===== src/rtl/vram_arb_pkg.sv =====
// -----------------------------------------------------------------------------
// vram_arb_pkg
// Shared widths, FIFO sizing and FSM encoding for the VRAM arbiter slice.
// Imported by vram_wr_fifo and vram_arbiter.
// -----------------------------------------------------------------------------
package vram_arb_pkg;

  localparam int ADDR_W     = 14;  // 128x96 framebuffer
  localparam int DATA_W     = 3;   // RGB, one bit per channel
  localparam int FIFO_DEPTH = 4;
  localparam int PTR_W      = $clog2(FIFO_DEPTH);
  localparam int LEVEL_W    = PTR_W + 1;  // holds 0..FIFO_DEPTH
  localparam int STALL_W    = 16;

  // Encoding chosen so that bit 0 is the RAM enable and bit 1 the RAM write
  // enable: the state flops double as the registered mem_en / mem_we outputs.
  typedef enum logic [1:0] {
    IDLE = 2'b00,
    VID  = 2'b01,
    WR   = 2'b11
  } state_t;

  typedef struct packed {
    logic [ADDR_W-1:0] addr;
    logic [DATA_W-1:0] data;
  } wr_entry_t;

endpackage


===== src/rtl/vram_wr_fifo.sv =====
// -----------------------------------------------------------------------------
// vram_wr_fifo
// 4-entry in-order write buffer between the pixel writer and the VRAM port.
// The head entry is presented combinationally; pop advances it.
//
// Ports
//   clk, reset            clock, asynchronous active-low reset (flushes FIFO)
//   push, push_addr/data  enqueue one entry (caller guarantees !full)
//   pop                   dequeue the head entry (caller guarantees !empty)
//   head_addr/data        current head entry
//   full, empty, level    occupancy status, level in 0..FIFO_DEPTH
// -----------------------------------------------------------------------------
module vram_wr_fifo
  import vram_arb_pkg::*;
(
  input  logic               clk,
  input  logic               reset,
  input  logic               push,
  input  logic [ADDR_W-1:0]  push_addr,
  input  logic [DATA_W-1:0]  push_data,
  input  logic               pop,
  output logic [ADDR_W-1:0]  head_addr,
  output logic [DATA_W-1:0]  head_data,
  output logic               full,
  output logic               empty,
  output logic [LEVEL_W-1:0] level
);

  wr_entry_t          entries [FIFO_DEPTH];
  logic [PTR_W-1:0]   wr_ptr;
  logic [PTR_W-1:0]   rd_ptr;
  logic [LEVEL_W-1:0] count;

  assign full      = (count == LEVEL_W'(FIFO_DEPTH));
  assign empty     = (count == '0);
  assign level     = count;
  assign head_addr = entries[rd_ptr].addr;
  assign head_data = entries[rd_ptr].data;

  // NOTE: storage has no reset; validity is carried entirely by the pointers
  // and count, so flushing them is enough and the array maps onto plain RAM.
  always_ff @(posedge clk) begin
    if (push) begin
      entries[wr_ptr] <= '{addr: push_addr, data: push_data};
    end
  end

  // Pointers wrap naturally because FIFO_DEPTH is a power of two.
  // NOTE: every clocked assignment is non-blocking so all flops sample the
  // pre-edge values, independent of statement order.
  always_ff @(posedge clk or negedge reset) begin
    if (!reset) begin
      wr_ptr <= '0;
      rd_ptr <= '0;
      count  <= '0;
    end else begin
      if (push) wr_ptr <= wr_ptr + PTR_W'(1);
      if (pop)  rd_ptr <= rd_ptr + PTR_W'(1);
      case ({push, pop})
        2'b10:   count <= count + LEVEL_W'(1);
        2'b01:   count <= count - LEVEL_W'(1);
        default: count <= count;  // idle, or push and pop cancel out
      endcase
    end
  end

endmodule


===== src/rtl/vram_arbiter.sv =====
// -----------------------------------------------------------------------------
// vram_arbiter
// Shares one single-port synchronous VRAM between the VGA pixel fetcher and a
// buffered writer. One access per cycle; video reads always win, writes drain
// from a 4-entry FIFO whenever the reader is quiet (the writer may starve).
// Video read latency is 3 cycles: request sampled at edge k, RAM enabled in
// the following cycle, data registered at edge k+2.
//
// Ports
//   clk, reset                 clock, asynchronous active-low reset
//   vid_req, vid_addr          pixel fetcher read request / address
//   vid_valid, vid_data        read data strobe / RGB data
//   wr_valid, wr_ready         writer handshake (wr_ready = FIFO not full)
//   wr_addr, wr_data           write address / RGB data
//   mem_en, mem_we             registered RAM enable / write enable
//   mem_addr, mem_wdata        registered RAM address / write data
//   mem_rdata                  RAM read data, one cycle after a read enable
//   fifo_level                 write FIFO occupancy 0..4
//   stall_cnt                  writer stall cycles, saturating
//
// Build option
//   VRAM_ARB_STATS_EN  when defined, stall_cnt counts cycles with
//                      wr_valid && !wr_ready; otherwise it is tied to 0.
// -----------------------------------------------------------------------------
module vram_arbiter
  import vram_arb_pkg::*;
(
  input  logic               clk,
  input  logic               reset,
  input  logic               vid_req,
  input  logic [ADDR_W-1:0]  vid_addr,
  output logic               vid_valid,
  output logic [DATA_W-1:0]  vid_data,
  input  logic               wr_valid,
  output logic               wr_ready,
  input  logic [ADDR_W-1:0]  wr_addr,
  input  logic [DATA_W-1:0]  wr_data,
  output logic               mem_en,
  output logic               mem_we,
  output logic [ADDR_W-1:0]  mem_addr,
  output logic [DATA_W-1:0]  mem_wdata,
  input  logic [DATA_W-1:0]  mem_rdata,
  output logic [LEVEL_W-1:0] fifo_level,
  output logic [STALL_W-1:0] stall_cnt
);

  state_t             state;
  state_t             next_state;
  logic [ADDR_W-1:0]  addr_d;
  logic [DATA_W-1:0]  wdata_d;
  logic               push;
  logic               pop;
  logic               fifo_full;
  logic               fifo_empty;
  logic [ADDR_W-1:0]  head_addr;
  logic [DATA_W-1:0]  head_data;
  logic               rd_pend;

  // Ready comes straight from the registered level: a pop in this cycle only
  // frees a slot as seen by the writer on the next cycle.
  assign wr_ready = !fifo_full;
  assign push     = wr_valid && wr_ready;

  vram_wr_fifo u_fifo (
    .clk       (clk),
    .reset     (reset),
    .push      (push),
    .push_addr (wr_addr),
    .push_data (wr_data),
    .pop       (pop),
    .head_addr (head_addr),
    .head_data (head_data),
    .full      (fifo_full),
    .empty     (fifo_empty),
    .level     (fifo_level)
  );

  // Next state depends only on the current requests, not the current state:
  // a pending video request preempts everything.
  // NOTE: every signal written here gets a default first, so no path through
  // the block can leave one unassigned and infer a latch.
  always_comb begin
    next_state = IDLE;
    addr_d     = mem_addr;
    wdata_d    = mem_wdata;
    pop        = 1'b0;
    if (vid_req) begin
      next_state = VID;
      addr_d     = vid_addr;
    end else if (!fifo_empty) begin
      next_state = WR;
      addr_d     = head_addr;
      wdata_d    = head_data;
      pop        = 1'b1;
    end
  end

  always_ff @(posedge clk or negedge reset) begin
    if (!reset) begin
      state     <= IDLE;
      mem_addr  <= '0;
      mem_wdata <= '0;
    end else begin
      state     <= next_state;
      mem_addr  <= addr_d;
      mem_wdata <= wdata_d;
    end
  end

  assign mem_en = state[0];
  assign mem_we = state[1];

  // Read return path: RAM samples the read in the VID cycle, returns data one
  // cycle later, and the data is registered once more toward the fetcher.
  always_ff @(posedge clk or negedge reset) begin
    if (!reset) begin
      rd_pend   <= 1'b0;
      vid_valid <= 1'b0;
      vid_data  <= '0;
    end else begin
      rd_pend   <= (state == VID);
      vid_valid <= rd_pend;
      if (rd_pend) vid_data <= mem_rdata;
    end
  end

`ifdef VRAM_ARB_STATS_EN
  always_ff @(posedge clk or negedge reset) begin
    if (!reset) begin
      stall_cnt <= '0;
    end else if (wr_valid && !wr_ready && (stall_cnt != '1)) begin
      stall_cnt <= stall_cnt + STALL_W'(1);
    end
  end
`else
  assign stall_cnt = '0;
`endif

endmodule


===== config.mk =====
export PLATFORM = sky130hd
export DESIGN_NAME = vram_arbiter
export DESIGN_NICKNAME = d
export VERILOG_FILES = /design/src/rtl/vram_arb_pkg.sv /design/src/rtl/vram_wr_fifo.sv /design/src/rtl/vram_arbiter.sv
export SDC_FILE = /design/constraint.sdc
export NUM_CORES = 1
export LEC_CHECK = 0
export CAP_MARGIN = 20
export CORE_ASPECT_RATIO = 1.4
export CORE_MARGIN = 5
export CORE_UTILIZATION = 51
export CTS_CLUSTER_SIZE = 25
export DETAILED_ROUTE_END_ITERATION = 7
export PLACE_DENSITY = 0.82
export REMOVE_ABC_BUFFERS = 1
export SLEW_MARGIN = 20
export SYNTH_ARGS = -nofsm -noshare
export SYNTH_HDL_FRONTEND = slang
export SYNTH_SLANG_ARGS = --single-unit

===== constraint.sdc =====
create_clock -name clk -period 3 [get_ports clk]
set_input_delay 0.6 -clock clk [delete_from_list [all_inputs] [get_ports clk]]
set_output_delay 0.6 -clock clk [all_outputs]
set_load 0.05 [all_outputs]

=== Word-level counts from Yosys, hierarchy flattened ===
Memory sizes are Yosys's and may differ from the RTL's.
Cells that the tools add are included.

* Memories kept: 1
* Bits in writable memories: 68
* Input port bits: 38
* Bits in registers: 31

{| class="wikitable"
|+ Memories
! name !! depth !! bits a word !! read ports !! clocked after Yosys merged registers in !! wr ports !! line !! text
|-
| u_fifo.entries || 4 || 17 || 1 || 0 || 1 || vram_wr_fifo.sv:29 || <nowiki>wr_entry_t entries [FIFO_DEPTH];</nowiki>
|}

* $add $sub $neg: 4
* Reduce and logical (&&, ||, !) cells: 5
* Equality and inequality tests: 5
* Mux-type cells: 9
* Bitwise logic cells: 2

{| class="wikitable"
|+ Operator list
! cell !! count
|-
| $mux 14 || 2
|-
| $pmux 3 s2 || 1
|-
| $add 2x1->2 const B || 2
|-
| $eq 2x1->1 const B || 2
|-
| $mux 1 || 4
|-
| $mux 2 || 2
|-
| $add 3x1->3 const B || 1
|-
| $eq 3x3->1 const B || 1
|-
| $logic_not 3->1 || 1
|-
| $sub 3x1->3 const B || 1
|-
| $eq 2x2->1 const B || 1
|-
| $ne 2x2->1 const B || 1
|-
| $not 1->1 || 2
|-
| $reduce_and 2->1 || 1
|-
| $reduce_bool 2->1 || 1
|-
| $logic_and 1x1->1 || 1
|-
| $logic_not 1->1 || 1
|}

=== Depth between registers and ports, before layout ===
* Word-level depth: 5
* Mapped depth: 10

=== Modules after synthesis ===
A second synthesis with hierarchy kept.

* Cells, all modules: 224
* Area total of the unflattened synthesis: 4038.9 sq um

{| class="wikitable"
|+ Modules (own cells, without submodules)
! module !! area each (sq um) !! seq. area each (sq um) !! cells each !! times used
|-
| vram_wr_fifo || 2895.3 || 2217.1 || 125 || 1
|-
| vram_arbiter || 1143.6 || 600.6 || 99 || 1
|}

=== Least setup slack after synthesis ===
No wires, ideal clock.

* Kind: flip-flop to flip-flop
* From: register u_fifo.count[2], in the netlist u_fifo.level[2]
* To: register u_fifo.count[2], in the netlist u_fifo.level[2]
* Setup time: 0.149 ns
* Cell stages (with the launch flop): 10
* Arrival time: 2.409 ns
* Path buffers: 0
* Setup slack: 0.443 ns
* Data required time: 2.851 ns
* Period minus slack after synthesis: 2.557 ns
* Cell sequence: dfrtp_1 > or3b_4 > and2_4 > inv_1 > ha_1 > inv_1 > fa_1 > xor2_1 > nor2_1 > xor2_1

* Cells in the longest elaborated chain, start to end: 5
* Elaborated cells between the ends (all ways): 12
* Those cells by class: add/sub (2); eq/ne (3); mux (3); reduce/logical (4)

{| class="wikitable"
|+ RTL lines
! what !! line !! text
|-
| from (decl) || vram_wr_fifo.sv:32 || <nowiki>logic [LEVEL_W-1:0] count;</nowiki>
|-
| from (signal assigned) || vram_wr_fifo.sv:60 || <nowiki>2'b10: count <= count + LEVEL_W'(1);</nowiki>
|-
| from (signal assigned) || vram_wr_fifo.sv:61 || <nowiki>2'b01: count <= count - LEVEL_W'(1);</nowiki>
|-
| from (signal assigned) || vram_wr_fifo.sv:62 || <nowiki>default: count <= count;</nowiki>
|-
| $eq 3x3->1 * || vram_wr_fifo.sv:34 || <nowiki>assign full = (count == LEVEL_W'(FIFO_DEPTH));</nowiki>
|-
| $logic_not 1->1 * || vram_arbiter.sv:61 || <nowiki>assign wr_ready = !fifo_full;</nowiki>
|-
| net wr_ready || vram_arbiter.sv:35 || <nowiki>output logic wr_ready,</nowiki>
|-
| $logic_and 1x1->1 * || vram_arbiter.sv:62 || <nowiki>assign push = wr_valid && wr_ready;</nowiki>
|-
| $eq 2x1->1 or $eq 2x2->1 (tied branches) || vram_wr_fifo.sv:59 || <nowiki>case ({push, pop})</nowiki>
|-
| $pmux 3 s2 or $reduce_bool 2->1 (tied branches) || -- ||
|}

Mark *: on every way through the listed nets, which the timed path passes. The rest lies on a longest branch.
A chain may end at the register's enable or synchronous reset.

=== Worst setup path in the final report ===
* From: register u_fifo.count[0], in the netlist u_fifo.level[0]
* To: output port wr_ready

* Cells in the longest elaborated chain, start to end: 2

{| class="wikitable"
|+ RTL lines
! what !! line
|-
| $eq 3x3->1 || vram_wr_fifo.sv:34
|-
| $logic_not 1->1 || vram_arbiter.sv:61
|-
| to (decl) || vram_arbiter.sv:35
|}

No other way between the ends.

==> qor.csv <==
metric;value;unit
status;complete, no violations;
DRT Pass-1 Iters;4;
Iter 0 DRT Violations;98;
cell count after synthesis;217;
CP Capture Type;primary output;
total power density per cell area;969.3;mW/mm2
post-DP HPWL;4.808;mm
share of layout cells above drive strength 1;0.1898;
post-DR vias/cell;5.185;
Final Core Density;0.6321;
VDD IR max;0.0005210;V
Worst Path Arrival;2.01;ns
WHS Endpoint;rd_pend$_DFF_PN0_;
post-route insts no fill;395;
Worst-path clk slew;0.09;ns
I/O pin total;81;
# clock sinks;99;
asr flop ratio synth;0.3131;
Ys Warns;0;
gp weighted congestion;0.7160;
hold slack final;0.4263;ns
max cap viols;0;
Syn Std Cell Area;0.003955;mm2
PortBufs;64;
synth unique cells;30;
CTS Buf Count;9;
largest net degree at the start of global routing;32;
GR Overflow Total;0;
part of the Yosys area used for sequential elements;0.7124;
Bufs on Longest Clock Path;2;
H-tree levels;3;
critical path peak fanout;6;
Worst path max stage delay;0.72;ns
Worst Setup Slack, final;0.3863;ns
max frequency;0.3826;GHz
reg-to-reg endpoint;u_fifo.level[2]$_DFFE_PN0P_;
FF-to-FF setup slack;0.65;ns
Worst path top cell family by delay;buffers and inverters;
Root Buffer;clkbuf_8;
Die X;84.43;um
number of enable flip-flop cells after synthesis;68;
worst skew pair latency;0.36;ns
RR Startpoint;u_fifo.level[0]$_DFFE_PN0P_;
hold_sp;state[1]$_DFF_PN0_;
CORE AREA;0.007655;mm2
min Tclk post-route;2.614;ns
Tcrit/Tclk final;0.8712;
post-CTS sizing;0;
worst min path class;flip-flop to flip-flop;
Final setup viols;0;
die area;0.009641;mm2
CTS Hold Bufs;0;
vias in the first global route;2088;
# diodes;0;
Worst Skew;0.006383;ns
DR DRC count;0;
cell row count;38;
hold depth;1;
Reg2Reg Depth;9;
first-pass GRT wire length;11.11;mm
fin nets;334;
post-place setup slack;0.4359;ns
placed cells;379;
RSZ-0062 raised after global routing;no;
CP Buf/Inv Count;1;
Synth Register Bits;99;
final setup TNS;0;ns
GRT Util Overall;0.1565;
Filler Cell Count;551;
Final Hold Viols;0;
CP startpoint kind;flip-flop;
Routed WL;7.214;mm
Syn Area/Cell;18.23;um2
worst rel slew slack;0.4460;
Post-synth top flop;edfxtp_1;
WS Path Type;flip-flop to primary output;
vias;2048;
Initial Utilization;0.5167;
Slowest cell on crit path;clkdlybuf4s50_1;
fin. max-slew vios;0;
slew at the pin closest to its max-slew limit;0.8310;ns
CTS tree;yes;
antenna violations before repair;0;
P&R area growth vs syn;22.33;%
Final ANT Viol Nets;0;
Req. time, crit path;2.40;ns
crit path cell chain;or3b_4 > clkdlybuf4s50_1;
Die Y;114.2;um
total setup buffers inserted after CTS;0;
Wirelength per Cell;18.26;um
Lkg Pwr;1.792;nW
==> placed cells by master, fill, tap and decap left out, drive strengths merged <==
cell,synthesis,layout
edfxtp,68,68
clkdlybuf4s50,0,64
dfrtp,31,31
mux4,17,17
inv,17,17
conb,1,16
clkbuf,2,15
a22oi,9,9
o21ai,9,9
mux2,7,7
buf,21,6
nand2b,5,5
o221a,5,5
ha,5,5
and3,4,4
xnor2,3,3
xor2,3,3
nor3,1,1
or2,1,1
or3b,1,1
nor4,1,1
and2,1,1
nor2b,1,1
mux2i,1,1
nor2,1,1
nor3b,1,1
fa,1,1
clkinv,0,1
==> synthesized netlist by cell type, types with 2 or more instances <==
library cell | n | share of area
o21ai_0 | 9 | 0.011
inv_1 | 15 | 0.014
buf_2 | 3 | 0.0038
and3_2 | 4 | 0.0076
dfrtp_1 | 31 | 0.20
xor2_1 | 3 | 0.0066
edfxtp_1 | 68 | 0.52
mux4_2 | 17 | 0.097
a22oi_1 | 9 | 0.017
nand2b_1 | 5 | 0.0079
mux2_2 | 6 | 0.017
o221a_2 | 5 | 0.014
ha_1 | 5 | 0.016
buf_4 | 18 | 0.034
inv_2 | 2 | 0.0019
xnor2_1 | 3 | 0.0066
==> flip-flops by register name (all words and copies together), names as in the netlist, 2 cells and up <==
register	cells
mem_addr	14
u_fifo.entries	68
vid_data	3
u_fifo.wr_ptr	2
state	2
u_fifo.level	3
u_fifo.rd_ptr	2
mem_wdata	3
==> worst max-delay path by stage <==
stage / from / endpoint / slack [ns] / cells after the start
after floorplan: u_fifo.level[2]$_DFFE_PN0P_ / u_fifo.level[2]$_DFFE_PN0P_ / 0.44 / 9
after global placement: vid_req / u_fifo.level[2]$_DFFE_PN0P_ / 0.51 / 9
after detailed placement: vid_req / u_fifo.level[2]$_DFFE_PN0P_ / 0.44 / 9
after CTS: u_fifo.level[0]$_DFFE_PN0P_ / wr_ready / 0.36 / 2
after global routing: u_fifo.level[0]$_DFFE_PN0P_ / wr_ready / 0.33 / 2
final: u_fifo.level[0]$_DFFE_PN0P_ / wr_ready / 0.39 / 2
==> per-stage QoR <==
step           cell area, um2  total power, mW
6_report                 4838            4.690
5_1_grt                  4838            4.928
4_1_cts                  4838            4.744
3_5_place_dp             4663            3.972
3_3_place_gp             4663            3.931
2_1_floorplan            3852            3.327
==> area by class of cell <==
class,count,area (um2),area share
Tap cell,100,125.1,0.02586
Clock buffer,15,166.4,0.03439
Timing Repair Buffer,70,685.7,0.1417
Inverter,17,63.81,0.01319
Sequential cell,99,2818,0.5824
Clock inverter,1,8.758,0.001810
Multi-Input combinational cell,93,970.9,0.2007
==> cell families (layout without fill, tap and decap cells) <==
group,after synthesis,after routing,share of synthesized area
XOR/XNOR,6,6,0.01329
AO/OA/AOI/OAI,23,23,0.04270
other,1,16,0.0009482
multiplexers,25,25,0.1202
AND/OR/NAND/NOR,17,17,0.03322
buffers and inverters,40,103,0.05631
flip-flops,99,99,0.7124
adder cells (fa/ha/maj),6,6,0.02088
==> layer usage <==
metal / part of all wire / up-vias / track usage / wire (um)
met4: 0.020 / 0 / 0.07075 / 144
met1: 0.41 / 1034 / 0.1901 / 2953
li1: - / 933 / - / -
met5: 0 / - / 0 / 0
met3: 0.060 / 11 / 0.03816 / 430
met2: 0.51 / 70 / 0.2655 / 3686
==> where the power goes <==
part           internal [mW]  switching, mW
registers               1.84          0.246
clock network          0.351          0.419
logic                  0.769           1.06
Power figures use the tool's default switching activity.
